### config.mk
export PLATFORM = sky130hd
export DESIGN_NAME = zx_ula_io
export DESIGN_NICKNAME = d
export VERILOG_FILES = /design/src/rtl/zx_ula_io.sv
export SDC_FILE = /design/constraint.sdc
export NUM_CORES = 1
export LEC_CHECK = 0
export ABC_AREA = 1
export CAP_MARGIN = 15
export CORE_MARGIN = 2
export CORE_UTILIZATION = 44
export DETAILED_ROUTE_END_ITERATION = 16
export GPL_ROUTABILITY_DRIVEN = 0
export PLACE_DENSITY = 0.86
export SYNTH_ARGS = -nofsm -noshare
export SYNTH_HDL_FRONTEND = slang
export SYNTH_SLANG_ARGS = --single-unit
### constraint.sdc
create_clock -name clk -period 3.2 [get_ports clk]
set_input_delay 0.64 -clock clk [delete_from_list [all_inputs] [get_ports clk]]
set_output_delay 0.64 -clock clk [all_outputs]
set_load 0.02 [all_outputs]
### src/rtl/zx_ula_io.sv
// ULA control stage: frame counter, maskable INT generation and port 0xFE read/write decode.
// Optional feature macro INTACK_CLEAR_EN: an interrupt acknowledge ends the INT pulse early.
module zx_ula_io #(
    parameter int unsigned FRAME_TSTATES = 69888,
    parameter int unsigned INT_LEN       = 32,
    parameter int unsigned CNT_W         = 17
) (
    input  logic             clk,
    input  logic             reset_n,
    input  logic [15:0]      address_bus,
    input  logic [7:0]       data_in,
    input  logic             iorq_n,
    input  logic             rd_n,
    input  logic             wr_n,
    input  logic             m1_n,
    input  logic             ear,
    input  logic [4:0]       kb_col_n,
    output logic             int_n,
    output logic [7:0]       data_out,
    output logic             data_oe,
    output logic [2:0]       border,
    output logic             mic,
    output logic             beeper,
    output logic             frame_tick,
    output logic [CNT_W-1:0] frame_cnt
);

    localparam logic [CNT_W-1:0] CNT_LAST    = CNT_W'(FRAME_TSTATES - 1);
    localparam logic [CNT_W-1:0] CNT_INT_END = CNT_W'(INT_LEN);

    logic [CNT_W-1:0] cnt_q, cnt_d;
    logic             wrapped_q, wrapped_d;
    logic             int_n_q, int_n_d;
    logic             tick_q, tick_d;
    logic             wr_prev_q;
    logic [2:0]       border_q;
    logic             mic_q;
    logic             beeper_q;
    logic             wrap;
    logic             in_window;
    logic             io_rd;
    logic             io_wr;
    logic             wr_strobe;
    logic             unused_bits;

    // Row select lives in the keyboard matrix; only A0 takes part in the port decode here.
    assign unused_bits = ^{address_bus[15:1], data_in[7:5]};

    // ------------------------------------------------------------------
    // Frame counter and interrupt window
    // ------------------------------------------------------------------
    always_comb begin
        wrap      = (cnt_q == CNT_LAST);
        cnt_d     = wrap ? '0 : cnt_q + CNT_W'(1);
        wrapped_d = wrapped_q | wrap;
        tick_d    = wrap;
        // The window only exists once a frame boundary has been crossed, so the counter
        // sitting at zero straight out of reset does not raise INT.
        in_window = wrapped_d && (cnt_d < CNT_INT_END);
    end

`ifdef INTACK_CLEAR_EN
    logic ack_q, ack_d;
    logic ack_seen;

    always_comb begin
        ack_seen = !m1_n && !iorq_n && !int_n_q;
        ack_d    = wrap ? 1'b0 : (ack_q | ack_seen);
        int_n_d  = !(in_window && !ack_d);
    end

    always_ff @(posedge clk or negedge reset_n) begin
        if (!reset_n) begin
            ack_q <= 1'b0;
        end else begin
            ack_q <= ack_d;
        end
    end
`else
    always_comb begin
        int_n_d = !in_window;
    end
`endif

    always_ff @(posedge clk or negedge reset_n) begin
        if (!reset_n) begin
            cnt_q     <= '0;
            wrapped_q <= 1'b0;
            int_n_q   <= 1'b1;
            tick_q    <= 1'b0;
        end else begin
            cnt_q     <= cnt_d;
            wrapped_q <= wrapped_d;
            int_n_q   <= int_n_d;
            tick_q    <= tick_d;
        end
    end

    // ------------------------------------------------------------------
    // Port 0xFE decode; interrupt acknowledge (M1 low) is never a port access
    // ------------------------------------------------------------------
    always_comb begin
        io_rd     = !iorq_n && !rd_n && m1_n && !address_bus[0];
        io_wr     = !iorq_n && !wr_n && m1_n && !address_bus[0];
        wr_strobe = io_wr && !wr_prev_q;
    end

    // A held write latches once, with the data present on its first cycle.
    always_ff @(posedge clk or negedge reset_n) begin
        if (!reset_n) begin
            wr_prev_q <= 1'b0;
            border_q  <= 3'b000;
            mic_q     <= 1'b0;
            beeper_q  <= 1'b0;
        end else begin
            wr_prev_q <= io_wr;
            if (wr_strobe) begin
                border_q <= data_in[2:0];
                mic_q    <= data_in[3];
                beeper_q <= data_in[4];
            end
        end
    end

    // ------------------------------------------------------------------
    // Outputs
    // ------------------------------------------------------------------
    assign int_n      = int_n_q;
    assign frame_tick = tick_q;
    assign frame_cnt  = cnt_q;
    assign border     = border_q;
    assign mic        = mic_q;
    assign beeper     = beeper_q;
    assign data_oe    = io_rd;
    assign data_out   = {1'b1, ear, 1'b1, kb_col_n};

`ifndef SYNTHESIS
    cnt_in_range: assert property (@(posedge clk) disable iff (!reset_n)
        frame_cnt <= CNT_LAST);
    tick_at_zero: assert property (@(posedge clk) disable iff (!reset_n)
        frame_tick |-> (frame_cnt == '0));
    int_after_wrap: assert property (@(posedge clk) disable iff (!reset_n)
        !int_n |-> wrapped_q);
`endif

endmodule

* Word level (Yosys, flattened, before mapping)
Cells that the tools add are included.
** Storage, ports and cells
- Register bits :: 26
- Input bits :: 36
- Output and inout port bits :: 33
- Logic and storage cells :: 27
** Operators by class
- Add/subtract/negate cells :: 1
- Magnitude comparators :: 1
- Equal/unequal tests :: 1
- Muxes and demuxes :: 1
- Bitwise logic cells :: 1
- Reduce and logical (&&, ||, !) cells :: 14
** Operator list (number)
- adder 17 x 1 -> 17 bit (second input constant) :: 1
- == test 17 bit (second input constant) :: 1
- less-than comparator 17 x 6 -> 1 bit (second input constant) :: 1
- two-way mux 17 bit :: 1
- logical AND 1 bit :: 8
- logical NOT 1 bit :: 6
- bitwise OR 1 bit :: 1

* Logic depth before layout (Yosys ltp)
Gate-level depths: netlist of the first run.
- Depth in word-level cells :: 5
- Mapped depth :: 12
- Gate-level depth less buffers :: 12

* Least setup slack after synthesis of the first run
Ideal clock, no wire load.
- Path type :: input-to-output
- Start :: input port m1_n
- End :: output port data_oe
- Data arrival time :: 1.362 ns
- Required time :: 2.560 ns
- Path slack :: 1.198 ns
- Stages on the path :: 2
- Path buffers :: 0
- Path through :: inv_1 > nor4_1
** On the way
- Longest elaborated chain between the ends :: 2
** RTL lines
- start: declaration :: line 15 : input logic m1_n,
- logical AND 1 bit (2 in series) :: line 103 : io_rd = !iorq_n && !rd_n && m1_n && !address_bus[0];
- end: declaration :: line 20 : output logic data_oe,
Every way passes these cells.

* Worst setup path after layout of the first run
Ends and elaborated chain as after synthesis.

==> results of run 1 <==
## per-stage QoR
step	utilization [%]	power, uW	worst slack [ns]	cell area (sq um)
after global placement	58.29	444.1	0.5375	1794
after global routing	59.15	611.2	0.4644	1821
after detailed placement	58.29	445.7	0.5622	1794
final	59.15	589.7	0.5586	1821
after floorplan	-	404.5	1.198	1439
after CTS	59.15	592.5	0.5382	1821
## worst register-to-register path: stages, from the launching register on
cell,delay [ns]
dfrtp_1,0.48
ha_1,0.28
nand2_1,0.09
nor2_2,0.16
nand2_2,0.10
inv_2,0.09
nand3b_1,0.12
o21ai_1,0.13
nand2_1,0.07
nor2_1,0.11
nand3_1,0.08
## layout make-up
type	count	area, sq um	area share, %
clock buffer	4	26.28	1.443
inverter	29	108.9	5.979
multi-input combinational	115	610.6	33.54
sequential	26	651.9	35.81
tap	44	55.05	3.024
timing repair buffer	37	367.9	20.21
## where the power goes
group	switching [uW]	total (uW)	leakage (uW)	internal, uW
Combinational	40.3	88.6	0.000535	48.3
Clock	102	151	0.0000150	49.0
Sequential	6.66	350	0.000335	343
Total	149	590	0.000885	441
## registers in the layout, summed over array words and instances, names as in the netlist
register    cells
border          3
beeper          1
frame_tick      1
int_n           1
mic             1
wr_prev_q       1
frame_cnt      17
wrapped_q       1
## cells by family (layout without fill, tap and decap cells)
group / after synthesis / in the layout / synth area share [%]
buf+inv: 38 / 70 / 12.29
other cells: 1 / 2 / 0.2613
fa+ha+maj: 1 / 1 / 0.8717
simple gates: 99 / 99 / 33.39
mux: 5 / 5 / 3.923
xor+xnor: 4 / 4 / 2.442
compound gates: 4 / 4 / 1.394
flops: 26 / 26 / 45.42
## synthesized netlist by cell type, drive strengths merged
library cell,n,area (sq um)
a21oi,1,5.000
inv,29,108.9
nand3b,1,7.510
xor2,2,17.52
nand4,5,31.28
ha,1,12.51
nand3,18,90.09
nor3,2,10.01
nor2,29,141.4
dfstp,1,26.28
conb,1,3.750
xnor2,2,17.52
nor4,2,18.77
dfrtp,25,625.6
o21ai,3,15.01
buf,9,67.56
nand2,42,180.2
mux2,5,56.30
## routing by layer
metal | vias up | global-route usage [%] | part of all wire (%)
li1 | 612 | - | -
met1 | 565 | 24.63 | 44
met2 | 46 | 29.03 | 49
met3 | 5 | 3.571 | 6.3
met4 | 0 | 7.453 | 1.5
met5 | - | 0 | 0
## worst min-delay path by stage
stage,from,endpoint,slack (ns),cells past startpoint
after floorplan,reset_n,beeper$_DFFE_PN0P_,0.34,0
after global placement,wrapped_q$_DFF_PN0_,wrapped_q$_DFF_PN0_,0.44,2
after detailed placement,wrapped_q$_DFF_PN0_,wrapped_q$_DFF_PN0_,0.44,2
after CTS,wrapped_q$_DFF_PN0_,wrapped_q$_DFF_PN0_,0.48,2
after global routing,wrapped_q$_DFF_PN0_,wrapped_q$_DFF_PN0_,0.49,2
final,wrapped_q$_DFF_PN0_,wrapped_q$_DFF_PN0_,0.47,2
==> flow_summary.json, run 1 <==
{
  "outcome": "finished, final reports clean",
  "nets": 249,
  "setup_viol": 0,
  "path_depth": 4,
  "io_pins": 69,
  "cts_resized": 0,
  "ant_nets": 0,
  "grt_pass1_wl_mm": 5.009,
  "slowest_stage": "clkdlybuf4s50_1",
  "leakage_uw": 0.0008854,
  "drcViolationCount": 0,
  "layout_commonest_cell": "clkdlybuf4s50_1",
  "power.density_mw_per_mm2": 323.9,
  "clock-sinks": 26,
  "critical_path_buf_inv_count": 3,
  "dr.pass1.iters": 4,
  "grt_pass1_vias": 1139,
  "synth_area_per_cell_sq_um": 8.063,
  "period_share_pct": 82.54,
  "yosysUniqueCellTypes": 25,
  "finalCriticalPeriod_ns": 2.641,
  "startpoint": "m1_n",
  "cts_tree": "yes",
  "worstSetupPathType": "primary input to output port",
  "fmax_ghz": 0.3786,
  "crit_family": "buffers and inverters",
  "slowest_delay_ns": 0.64,
  "cts_setup_buffers": 0,
  "netlist_area_sq_mm": 0.001435,
  "crit_fanout": 2,
  "drt_iter0_markers": 34,
  "skew_ns": 0.005973,
  "place.port_buffers": 36,
  "initial_core_util_pct": 46.63,
  "syn_to_final_growth_pct": 26.85,
  "chipWidth_microns": 61.11,
  "worstReg2RegEnd": "int_n$_DFF_PN1_",
  "rsz0062_at_grt": "false",
  "hpwlAfterDp_mm": 2.354,
  "slew_violations": 0,
  "max_slew_margin_pct": 61.45,
  "ctsHtreeMaxLevel": 1,
  "root_buffer": "clkbuf_4",
  "grt_max_degree": 15,
  "critPathRequiredTime_ns": 2.56,
  "grt_overflow": 0,
  "layout_common_cells": "36 x clkdlybuf4s50_1, 35 x nand2_1, 28 x inv_1",
  "ys_ff_latch": 26,
  "antenna_found_initial": 0,
  "antenna_cells": 0,
  "worstMarginPinSlew_ns": 0.5764,
  "critPathCapture": "data_oe",
  "path_cells": "clkdlybuf4s50_1 > inv_1 > nor4_1 > clkdlybuf4s50_1",
  "cp-start-kind": "primary input",
  "vias": 1228,
  "vias_per_cell": 4.816,
  "nFillCells": 267,
  "drt_wl_total_mm": 2.901,
  "routedWlPerCell_microns": 11.38,
  "synth_warnings": 0,
  "die_h_microns": 61.11,
  "cp-end-kind": "output port",
  "core_sq_mm": 0.003078,
  "peakVddDrop_mv": 0.2333,
  "finalHoldViolations": 0,
  "cts_max_path_buffers": 2,
  "finalNonFillerCells": 255,
  "dieArea_sq_mm": 0.003734,
  "cts_buffers": 3,
  "post-place-cells": 251,
  "clk_pin_slew_ns": 0.14,
  "ctsHoldBuffers": 0,
  "drv_cap": 0,
  "rrSetupSlack_ns": 1.43,
  "syn_inst": 178,
  "rows": 20,
  "r2r_cells": 10,
  "r2r-start": "frame_cnt[0]$_DFF_PN0_",
  "fin_tns_setup_ns": 0,
  "hp-class": "register to register",
  "critPathMostFrequentCell": "clkdlybuf4s50_1",
  "insertion_delay_ns": 0.33,
  "timing.hold.ws_ns": 0.4696,
  "grtUsageTotal_pct": 18.28,
  "synth-seq-area-share_pct": 45.42,
  "arrival_ns": 2.00,
  "drive_above_1_share_pct": 12.32
}
(Power assumes the default switching activity.)
==> run 2, diff against run 1 <==
--- a/config.mk
+++ b/config.mk
@@ -8,10 +8,10 @@
 export ABC_AREA = 1
 export CAP_MARGIN = 15
 export CORE_MARGIN = 2
-export CORE_UTILIZATION = 44
+export CORE_UTILIZATION = 36
 export DETAILED_ROUTE_END_ITERATION = 16
 export GPL_ROUTABILITY_DRIVEN = 0
-export PLACE_DENSITY = 0.86
+export PLACE_DENSITY = 0.75
 export SYNTH_ARGS = -nofsm -noshare
 export SYNTH_HDL_FRONTEND = slang
 export SYNTH_SLANG_ARGS = --single-unit
==> constraint.sdc (replaced) <==
create_clock -name clk -period 2.3 [get_ports clk]
set_input_delay 0.46 -clock clk [delete_from_list [all_inputs] [get_ports clk]]
set_output_delay 0.46 -clock clk [all_outputs]
set_load 0.02 [all_outputs]
==> flow_summary.json, run 2 (same netlist as run 1, synthesis figures left out) <==
{
  "outcome": "finished, final reports clean",
  "initial_core_util_pct": 38.34,
  "cts_buffers": 3,
  "clk_pin_slew_ns": 0.09,
  "chipWidth_microns": 67.14,
  "core_sq_mm": 0.003744,
  "worstReg2RegEnd": "int_n$_DFF_PN1_",
  "arrival_ns": 1.54,
  "critical_path_buf_inv_count": 3,
  "crit_fanout": 2,
  "ant_nets": 0,
  "grt_pass1_wl_mm": 5.106,
  "slew_violations": 0,
  "rsz0062_at_grt": "false",
  "rrSetupSlack_ns": 0.50,
  "worstHoldEndpoint": "wrapped_q$_DFF_PN0_",
  "dieArea_sq_mm": 0.004508,
  "r2r-start": "frame_cnt[0]$_DFF_PN0_",
  "hpwlAfterDp_mm": 2.234,
  "preCtsSetupSlack_ns": -0.002653,
  "antenna_found_initial": 0,
  "drt_iter0_markers": 31,
  "syn_to_final_growth_pct": 31.30,
  "multi_input_area_sq_um": 610.6,
  "drv_cap": 0,
  "fin_util_pct": 50.33,
  "grt.busiest_layer": "met2",
  "place.port_buffers": 36,
  "regArea_sq_um": 651.9,
  "vias": 1228,
  "slowest_stage": "clkdlybuf4s50_1",
  "drive_above_1_share_pct": 13.62,
  "finalCriticalPeriod_ns": 2.003,
  "p_total_uw": 990.0,
  "fmax_ghz": 0.4992,
  "cts_tree": "yes",
  "leakage_uw": 0.0009201,
  "ctsHoldBuffers": 0,
  "grt_overflow": 0,
  "cts_max_path_buffers": 2,
  "critPathRequiredTime_ns": 1.84,
  "antenna_cells": 0,
  "vias_per_cell": 4.705,
  "skew_ns": 0.007351,
  "cts_setup_buffers": 0,
  "drcViolationCount": 0,
  "holdPathStages": 2,
  "slowest_delay_ns": 0.45,
  "hp-start": "wrapped_q$_DFF_PN0_",
  "cp-start-kind": "primary input",
  "root_buffer": "clkbuf_8",
  "clock-sinks": 26,
  "hp-class": "register to register",
  "period_share_pct": 87.10,
  "largest_reg_flops": 17,
  "setup_viol": 0,
  "timing.hold.ws_ns": 0.4643,
  "r2r_cells": 12,
  "insertion_delay_ns": 0.28,
  "layout_common_cells": "35 x nand2_1, 35 x clkdlybuf4s50_1, 28 x inv_1",
  "nFillCells": 384,
  "grtUsageMet3_pct": 3.833,
  "die_h_microns": 67.14,
  "rows": 22,
  "use_met1_pct": 19.79,
  "worstSetupPathType": "primary input to output port",
  "cp-end-kind": "output port",
  "grtUsageTotal_pct": 14.62,
  "routedWlPerCell_microns": 11.07,
  "global_route.usage.met2_pct": 22.65,
  "peakVddDrop_mv": 0.3259,
  "io_pins": 69,
  "grt_pass1_vias": 1176,
  "regMostFlops": "frame_cnt",
  "finalHoldViolations": 0,
  "grt_max_degree": 27,
  "dr.pass1.iters": 5,
  "nets": 251,
  "power.density_mw_per_mm2": 525.4,
  "worst_slack_ns": 0.2967,
  "ctsHtreeMaxLevel": 1,
  "path_cells": "clkdlybuf4s50_1 > inv_1 > nor4_1 > dlygate4sd2_1",
  "crit_family": "buffers and inverters",
  "drt_wl_total_mm": 2.888
}
[run 2: area by class of cell]
type | count | share of cell area, %
Clock buffer | 3 | 2.191
Sequential cell | 26 | 34.59
Inverter | 29 | 5.777
Multi-Input combinational cell | 115 | 32.40
Tap cell | 48 | 3.187
Timing Repair Buffer | 39 | 20.25
Clock inverter | 1 | 1.594
[run 2: how the worst max path moves through the flow]
stage               startpoint      end  cells after the start
global placement          m1_n  data_oe                      4
finish                    m1_n  data_oe                      4
detailed placement        m1_n  data_oe                      4
CTS                       m1_n  data_oe                      4
floorplan                 m1_n  data_oe                      2
global route              m1_n  data_oe                      4
[run 2: per-layer routing]
layer | vias up | part of all wire, %
met5 | - | 0
met4 | 0 | 1.0
met3 | 6 | 8.5
met2 | 50 | 45
met1 | 560 | 45
li1 | 612 | -
[run 2: tightest hold or removal path, delay by kind of cell, from the launching register on]
kind / cells / cell delay [ns]
DFF: 1 / 0.33
and+or+nand+nor: 1 / 0.06
buffers and inverters: 1 / 0.04
[run 2: stage by stage]
stage | area, sq um | instances | setup TNS [ns]
finish | 1884 | 261 | 0
global placement | 1814 | 257 | 0
global route | 1884 | 261 | 0
floorplan | 1439 | 179 | 0
detailed placement | 1814 | 257 | -0.002653
CTS | 1884 | 261 | 0
[run 2: repair_timing]
item | 4_1_cts | 5_1_grt
hold endpoints to repair | 0 | 0
gates resized for setup | 1 | 0
endpoints found under the setup margin | 1 | 0
[run 2: where the power goes]
part / internal [uW] / leakage, uW / switching (uW)
Clock: 233 / 0.0000357 / 145
Combinational: 68.9 / 0.000549 / 55.7
Sequential: 477 / 0.000335 / 9.86
==> run 3, diff against run 2 <==
--- a/config.mk
+++ b/config.mk
@@ -12,6 +12,7 @@
 export DETAILED_ROUTE_END_ITERATION = 16
 export GPL_ROUTABILITY_DRIVEN = 0
 export PLACE_DENSITY = 0.75
+export SETUP_SLACK_MARGIN = 0.15
 export SYNTH_ARGS = -nofsm -noshare
 export SYNTH_HDL_FRONTEND = slang
 export SYNTH_SLANG_ARGS = --single-unit
==> results of run 3 <==
No change in the layout: final DEF, timing and power equal those of run 2.
